<file path="src/rtl/uart_pkg.sv">
`timescale 1ns/1ps
`default_nettype none
// ============================================================================
// Module      : uart_pkg
// Description : Shared UART types, constants and helpers for uart_tx/uart_rx.
// Revision    : 1.0 - initial release
// ============================================================================
package uart_pkg;

    localparam int UART_DATA_W = 8;

    typedef enum logic [2:0] {
        ST_IDLE   = 3'd0,
        ST_START  = 3'd1,
        ST_DATA   = 3'd2,
        ST_PARITY = 3'd3,
        ST_STOP1  = 3'd4,
        ST_STOP2  = 3'd5
    } uart_state_e;

    // Everything a frame needs, captured at accept time.
    typedef struct packed {
        logic [UART_DATA_W-1:0] data;
        logic                   par_en;
        logic                   par_bit;
        logic                   stop2;
    } tx_frame_t;

    function automatic int calc_div(input int clk_hz, input int baud);
        return clk_hz / baud;
    endfunction

    function automatic tx_frame_t make_frame(
        input logic [UART_DATA_W-1:0] data,
        input logic                   par_en,
        input logic                   par_sel,
        input logic                   stop_bits
    );
        tx_frame_t f;
        f.data    = data;
        f.par_en  = par_en;
        f.par_bit = (^data) ^ ~par_sel;
        f.stop2   = stop_bits;
        return f;
    endfunction

endpackage
`default_nettype wire

</file>
<file path="src/rtl/uart_baud_gen.sv">
`timescale 1ns/1ps
`default_nettype none
// ============================================================================
// Module      : uart_baud_gen
// Description : Loadable down-counter, one-cycle tick every DIV cycles.
// Revision    : 1.0 - initial release
// ============================================================================
module uart_baud_gen #(
    parameter int DIV = 2
) (
    input  logic clk_i,
    input  logic rst_i,
    input  logic load_i,
    output logic tick_o
);

    localparam int             CNT_W   = (DIV > 1) ? $clog2(DIV) : 1;
    localparam logic [CNT_W-1:0] CNT_MAX = CNT_W'(DIV - 1);

    generate
        if (DIV < 2) begin : g_div_check
            $error("uart_baud_gen: DIV must be at least 2");
        end
    endgenerate

    logic [CNT_W-1:0] cnt_q;
    logic [CNT_W-1:0] cnt_d;

    // A load restarts the period so the first bit of a frame is a full DIV long.
    always_comb begin
        cnt_d = cnt_q - CNT_W'(1);
        if (load_i || (cnt_q == '0)) begin
            cnt_d = CNT_MAX;
        end
    end

    always_ff @(posedge clk_i or posedge rst_i) begin
        if (rst_i) begin
            cnt_q <= '0;
        end else begin
            cnt_q <= cnt_d;
        end
    end

    assign tick_o = (cnt_q == '0);

endmodule
`default_nettype wire

</file>
<file path="src/rtl/uart_tx.sv">
`timescale 1ns/1ps
`default_nettype none
// ============================================================================
// Module      : uart_tx
// Description : UART transmitter, 8N/E/O with 1 or 2 stop bits.
//               Define UART_TX_HOLD_EN for a one-entry holding register.
// Revision    : 1.0 - initial release
// ============================================================================
module uart_tx
    import uart_pkg::*;
#(
    parameter int p_clk_speed_hz = 50_000_000,
    parameter int p_baud_rate    = 9_600
) (
    input  logic                   clk_i,
    input  logic                   rst_i,
    input  logic                   enable_i,
    input  logic [UART_DATA_W-1:0] data_i,
    input  logic                   valid_i,
    output logic                   ready_o,
    input  logic                   parity_en_i,
    input  logic                   parity_sel_i,
    input  logic                   stop_bits_i,
    output logic                   tx_o,
    output logic                   busy_o,
    output logic                   done_o
);

    localparam int               DIV      = calc_div(p_clk_speed_hz, p_baud_rate);
    localparam int               IDX_W    = $clog2(UART_DATA_W);
    localparam logic [IDX_W-1:0] LAST_IDX = IDX_W'(UART_DATA_W - 1);

    uart_state_e      state_q, state_d;
    logic [IDX_W-1:0] bit_idx_q, bit_idx_d;
    tx_frame_t        frame_q, frame_d;
    logic             tx_q, tx_d;
    logic             done_q, done_d;

    tx_frame_t        in_frame;
    logic             accept;
    logic             tick;
    logic             start_frame;
    logic             frame_end;

`ifdef UART_TX_HOLD_EN
    tx_frame_t        hold_q, hold_d;
    logic             hold_full_q, hold_full_d;

    assign ready_o = enable_i && !rst_i && !hold_full_q;
`else
    assign ready_o = enable_i && !rst_i && (state_q == ST_IDLE);
`endif

    assign accept   = valid_i && ready_o;
    assign in_frame = make_frame(data_i, parity_en_i, parity_sel_i, stop_bits_i);
    assign busy_o   = (state_q != ST_IDLE);
    assign tx_o     = tx_q;
    assign done_o   = done_q;

    uart_baud_gen #(
        .DIV (DIV)
    ) u_baud_gen (
        .clk_i  (clk_i),
        .rst_i  (rst_i),
        .load_i (start_frame),
        .tick_o (tick)
    );

    always_ff @(posedge clk_i or posedge rst_i) begin
        if (rst_i) begin
            state_q   <= ST_IDLE;
            bit_idx_q <= '0;
            frame_q   <= '0;
            tx_q      <= 1'b1;
            done_q    <= 1'b0;
        end else begin
            state_q   <= state_d;
            bit_idx_q <= bit_idx_d;
            frame_q   <= frame_d;
            tx_q      <= tx_d;
            done_q    <= done_d;
        end
    end

`ifdef UART_TX_HOLD_EN
    always_ff @(posedge clk_i or posedge rst_i) begin
        if (rst_i) begin
            hold_q      <= '0;
            hold_full_q <= 1'b0;
        end else begin
            hold_q      <= hold_d;
            hold_full_q <= hold_full_d;
        end
    end
`endif

    always_comb begin
        state_d     = state_q;
        bit_idx_d   = bit_idx_q;
        frame_d     = frame_q;
        start_frame = 1'b0;
        frame_end   = 1'b0;
`ifdef UART_TX_HOLD_EN
        hold_d      = hold_q;
        hold_full_d = hold_full_q;
`endif
        unique case (state_q)
            ST_IDLE: begin
                if (accept) begin
                    frame_d     = in_frame;
                    state_d     = ST_START;
                    start_frame = 1'b1;
                end
            end
            ST_START: begin
                if (tick) begin
                    state_d   = ST_DATA;
                    bit_idx_d = '0;
                end
            end
            ST_DATA: begin
                if (tick) begin
                    if (bit_idx_q == LAST_IDX) begin
                        state_d = frame_q.par_en ? ST_PARITY : ST_STOP1;
                    end else begin
                        bit_idx_d = bit_idx_q + IDX_W'(1);
                    end
                end
            end
            ST_PARITY: begin
                if (tick) begin
                    state_d = ST_STOP1;
                end
            end
            ST_STOP1: begin
                if (tick) begin
                    if (frame_q.stop2) begin
                        state_d = ST_STOP2;
                    end else begin
                        state_d   = ST_IDLE;
                        frame_end = 1'b1;
                    end
                end
            end
            ST_STOP2: begin
                if (tick) begin
                    state_d   = ST_IDLE;
                    frame_end = 1'b1;
                end
            end
            default: begin
                state_d = ST_IDLE;
            end
        endcase
`ifdef UART_TX_HOLD_EN
        // Chain straight into the next frame so there is no idle gap.
        if (frame_end) begin
            if (hold_full_q) begin
                frame_d     = hold_q;
                state_d     = ST_START;
                start_frame = 1'b1;
                hold_full_d = 1'b0;
            end else if (accept) begin
                frame_d     = in_frame;
                state_d     = ST_START;
                start_frame = 1'b1;
            end
        end
        if (accept && (state_q != ST_IDLE) && !(frame_end && !hold_full_q)) begin
            hold_d      = in_frame;
            hold_full_d = 1'b1;
        end
`endif
    end

    // Line level is registered from the next state so tx_o is glitch-free.
    always_comb begin
        tx_d   = 1'b1;
        done_d = frame_end;
        unique case (state_d)
            ST_START:  tx_d = 1'b0;
            ST_DATA:   tx_d = frame_d.data[bit_idx_d];
            ST_PARITY: tx_d = frame_d.par_bit;
            default:   tx_d = 1'b1;
        endcase
    end

endmodule
`default_nettype wire

</file>
<file path="config.mk">
export PLATFORM = sky130hd
export DESIGN_NAME = uart_tx
export DESIGN_NICKNAME = d
export VERILOG_FILES = /design/src/rtl/uart_pkg.sv /design/src/rtl/uart_baud_gen.sv /design/src/rtl/uart_tx.sv
export SDC_FILE = /design/constraint.sdc
export NUM_CORES = 1
export LEC_CHECK = 0
export ABC_AREA = 1
export CAP_MARGIN = 20
export CORE_MARGIN = 1
export CORE_UTILIZATION = 30
export CTS_CLUSTER_SIZE = 20
export DETAILED_ROUTE_END_ITERATION = 8
export PLACE_DENSITY = 0.54
export REMOVE_ABC_BUFFERS = 1
export SKIP_LAST_GASP = 1
export SLEW_MARGIN = 10
export SYNTH_ARGS = -nofsm -noshare
export SYNTH_HDL_FRONTEND = slang
export SYNTH_SLANG_ARGS = --single-unit
</file>
<file path="constraint.sdc">
create_clock -name clk_i -period 2.37 [get_ports clk_i]
set_clock_uncertainty 0.05 [all_clocks]
set_input_delay 0.237 -clock clk_i [delete_from_list [all_inputs] [get_ports clk_i]]
set_output_delay 0.237 -clock clk_i [all_outputs]
set_load 0.05 [all_outputs]
</file>
==> impl_metrics.tcl <==
set metrics [dict create \
    status "finished clean" \
    cts-resized-gates 0 \
    placed_cells 323 \
    die-area_um2 6390 \
    cts_tree "yes" \
    power_uw 1070 \
    synthDistinctLibCells 31 \
    antenna_found_initial 0 \
    route.detailed.drc 0 \
    dr_total_vias 1533 \
    die_h_um 80.0 \
    clock-sinks 32 \
    slew_viol_final 0 \
    period_share_pct 85.3 \
    area_delta_synth_final_pct 19.8 \
    endpoint_kind "flip-flop" \
    critPathBufInv 1 \
    postSynthCellCount 231 \
    ctsHtreeMaxLevel 2 \
    start_util_pct 31.0 \
    rsz0062_at_grt "false" \
    crit_type "flip-flop to flip-flop" \
    cp.required_ns 2.53 \
    slew_headroom_pct 66.9 \
    boundaryPins 19 \
    final_util_pct 37.1 \
    tightestPinTransition_ns 0.495 \
    insertion_delay_ns 0.29 \
    cts_hold_buffers 0 \
    grt_max_degree 33 \
    cts_root_buf "clkbuf_8" \
    cp_max_fo 9 \
    holdCritPathClass "flip-flop to flip-flop" \
    cts_buffer_depth 2 \
    wl_per_cell_um 11.6 \
    max_freq_ghz 0.494 \
    start_kind "flip-flop" \
    ys_seq_area_share_pct 44.0 \
    synth.cell_area_um2 1820 \
    dp_hpwl_um 2860 \
    worstPathArrival_ns 2.19 \
    grt.overflow.total 0 \
    maxCapViolCount 0 \
    avgSynthCellArea_um2 7.89 \
    vdd_drop_max_mv 0.190 \
    nNetsFinal 272 \
    globalplace.congestion 0.761 \
    crit_family "simple AND/OR/NAND/NOR gates" \
    port_buffers 18 \
    ys_ff_latch 32 \
    drt-pass1-iter-count 4 \
    critical_path.cell_chain "inv_1, ha_1, nand3_2, nor2_4, nand2_4, nor2_2, nor2_1, nor2_1, nand3_1, nand2_1, nand2_1, nand3_1, nand3_1" \
    first_iter_violations 83 \
    layout_common_cells "nand2_1, dfrtp_1, nor2_1, nand3_1, inv_1" \
    cts_made_buffers 5 \
    post_cts_buffers 0 \
    row_count 28 \
    grt_pass1_wl_um 6930 \
    drt-total-wl_um 3830 \
    core-area_um2 5890 \
    slowest_delay_ns 0.39 \
    mostFrequentLayoutCell "nand2_1" \
    stdcell_count 331 \
    antenna_cells 0 \
    path_clk_slew_ns 0.07 \
    powerDensity_nw_per_um2 488 \
    hold_violations 0 \
    viasPerCell 4.63 \
    die_w_um 80.0 \
    power.leakage_uw 0.00106 \
    cp_slowest_cell "dfrtp_1" \
    grt_pass1_vias 1508 \
    critPathMostFrequentCell "nand3_1" \
    drive_above_1_share_pct 14.8 \
    setup_viol 0 \
    antenna_left 0 \
    grt_usage_pct 14.3 \
    ys_warn_count 0 \
    fin_crit_ns 2.02 \
]
## cell type report
cell class | count | area [um2]
Fill cell | 634 | 3700
Multi-Input combinational cell | 172 | 903
Sequential cell | 32 | 802
Timing Repair Buffer | 19 | 198
Inverter | 25 | 95.1
Tap cell | 75 | 93.8
Clock buffer | 6 | 82.6
Clock inverter | 2 | 10.0
## cells by family after synthesis
kind of cell               after synthesis  share of synthesized area (%)
xor gates and xnor gates                11                           5.29
buffers and inverters                   27                           6.45
AOI/OAI and AO/OA                       22                           7.89
DFF                                     32                           44.0
and+or+nand+nor                        137                           35.0
adders and majority gates                2                           1.37
## cell usage after synthesis
cell,number,area share (%)
a31oi_1,3,1.0
dfstp_2,1,1.4
clkinv_2,1,0.27
o21ai_0,7,1.9
nand2_2,9,3.1
nor3_1,3,0.82
o211ai_1,1,0.41
a21o_1,1,0.41
nand3_2,1,0.55
nand2_4,2,1.2
inv_2,4,0.82
nand2_1,55,11
xor2_1,3,1.4
ha_1,2,1.4
clkinv_1,1,0.21
or2_2,1,0.34
a21oi_1,3,0.82
nand4_1,4,1.4
o21ai_2,2,0.96
buf_6,2,1.2
o21ai_1,1,0.27
o22ai_1,1,0.34
inv_1,19,3.9
xnor2_1,8,3.8
o21ai_4,1,0.89
nand3_1,27,7.4
o31ai_1,2,0.82
nor2_4,3,1.9
dfrtp_1,31,43
nor2_1,29,6.0
nor2_2,3,1.0
## worst register-to-register path, stage by stage, from the launching register on
cell and delay, ns:
dfrtp_1 0.39, inv_1 0.08, ha_1 0.22, nand3_2 0.18, nor2_4 0.18, nand2_4 0.12, nor2_2 0.16, nor2_1 0.06
nor2_1 0.16, nand3_1 0.11, nand2_1 0.06, nand2_1 0.05, nand3_1 0.08, nand3_1 0.07
## state kept, by name, indices dropped and copies added (netlist names)
register          count
tx_o                  1
frame_q              11
state_q               3
u_baud_gen.cnt_q     13
bit_idx_q             3
done_o                1
## stage by stage
step	worst slack [ns]	hold WS [ns]	setup TNS [ns]	area, um2
floorplan	-0.0415	0.306	-0.0415	1800
global placement	0.333	0.403	0	2090
detailed placement	0.291	0.405	0	2090
CTS	0.324	0.415	0	2180
global route	0.0661	0.439	0	2180
finish	0.348	0.407	0	2180
## worst paths after layout
path	from	slack [ns]	endpoint	cells after the start
setup / recovery	u_baud_gen.cnt_q[0]	0.35	tx_o	13
hold / removal	u_baud_gen.cnt_q[0]	0.41	u_baud_gen.cnt_q[0]	1
setup reg to reg	u_baud_gen.cnt_q[0]	0.35	tx_o	13
hold reg to reg	u_baud_gen.cnt_q[0]	0.41	u_baud_gen.cnt_q[0]	1
max in group asynchronous	rst_i	1.52	tx_o	3
min in group asynchronous	rst_i	0.43	u_baud_gen.cnt_q[8]	3
## where the power goes
part / internal, uW / total, uW / switching [uW]
sequential: 552 / 554 / 1.87
combinational: 38.1 / 77.2 / 39.1
clock: 231 / 435 / 204
## routing by layer
| metal | share of wire (%) | track usage [%] |
|---|---|---|
| met2 | 46 | 22.2 |
| met3 | 4.0 | 3.77 |
| met4 | 1.1 | 5.36 |
| met5 | 0 | 0 |
| met1 | 49 | 19.0 |
(Power assumes the default switching activity.)
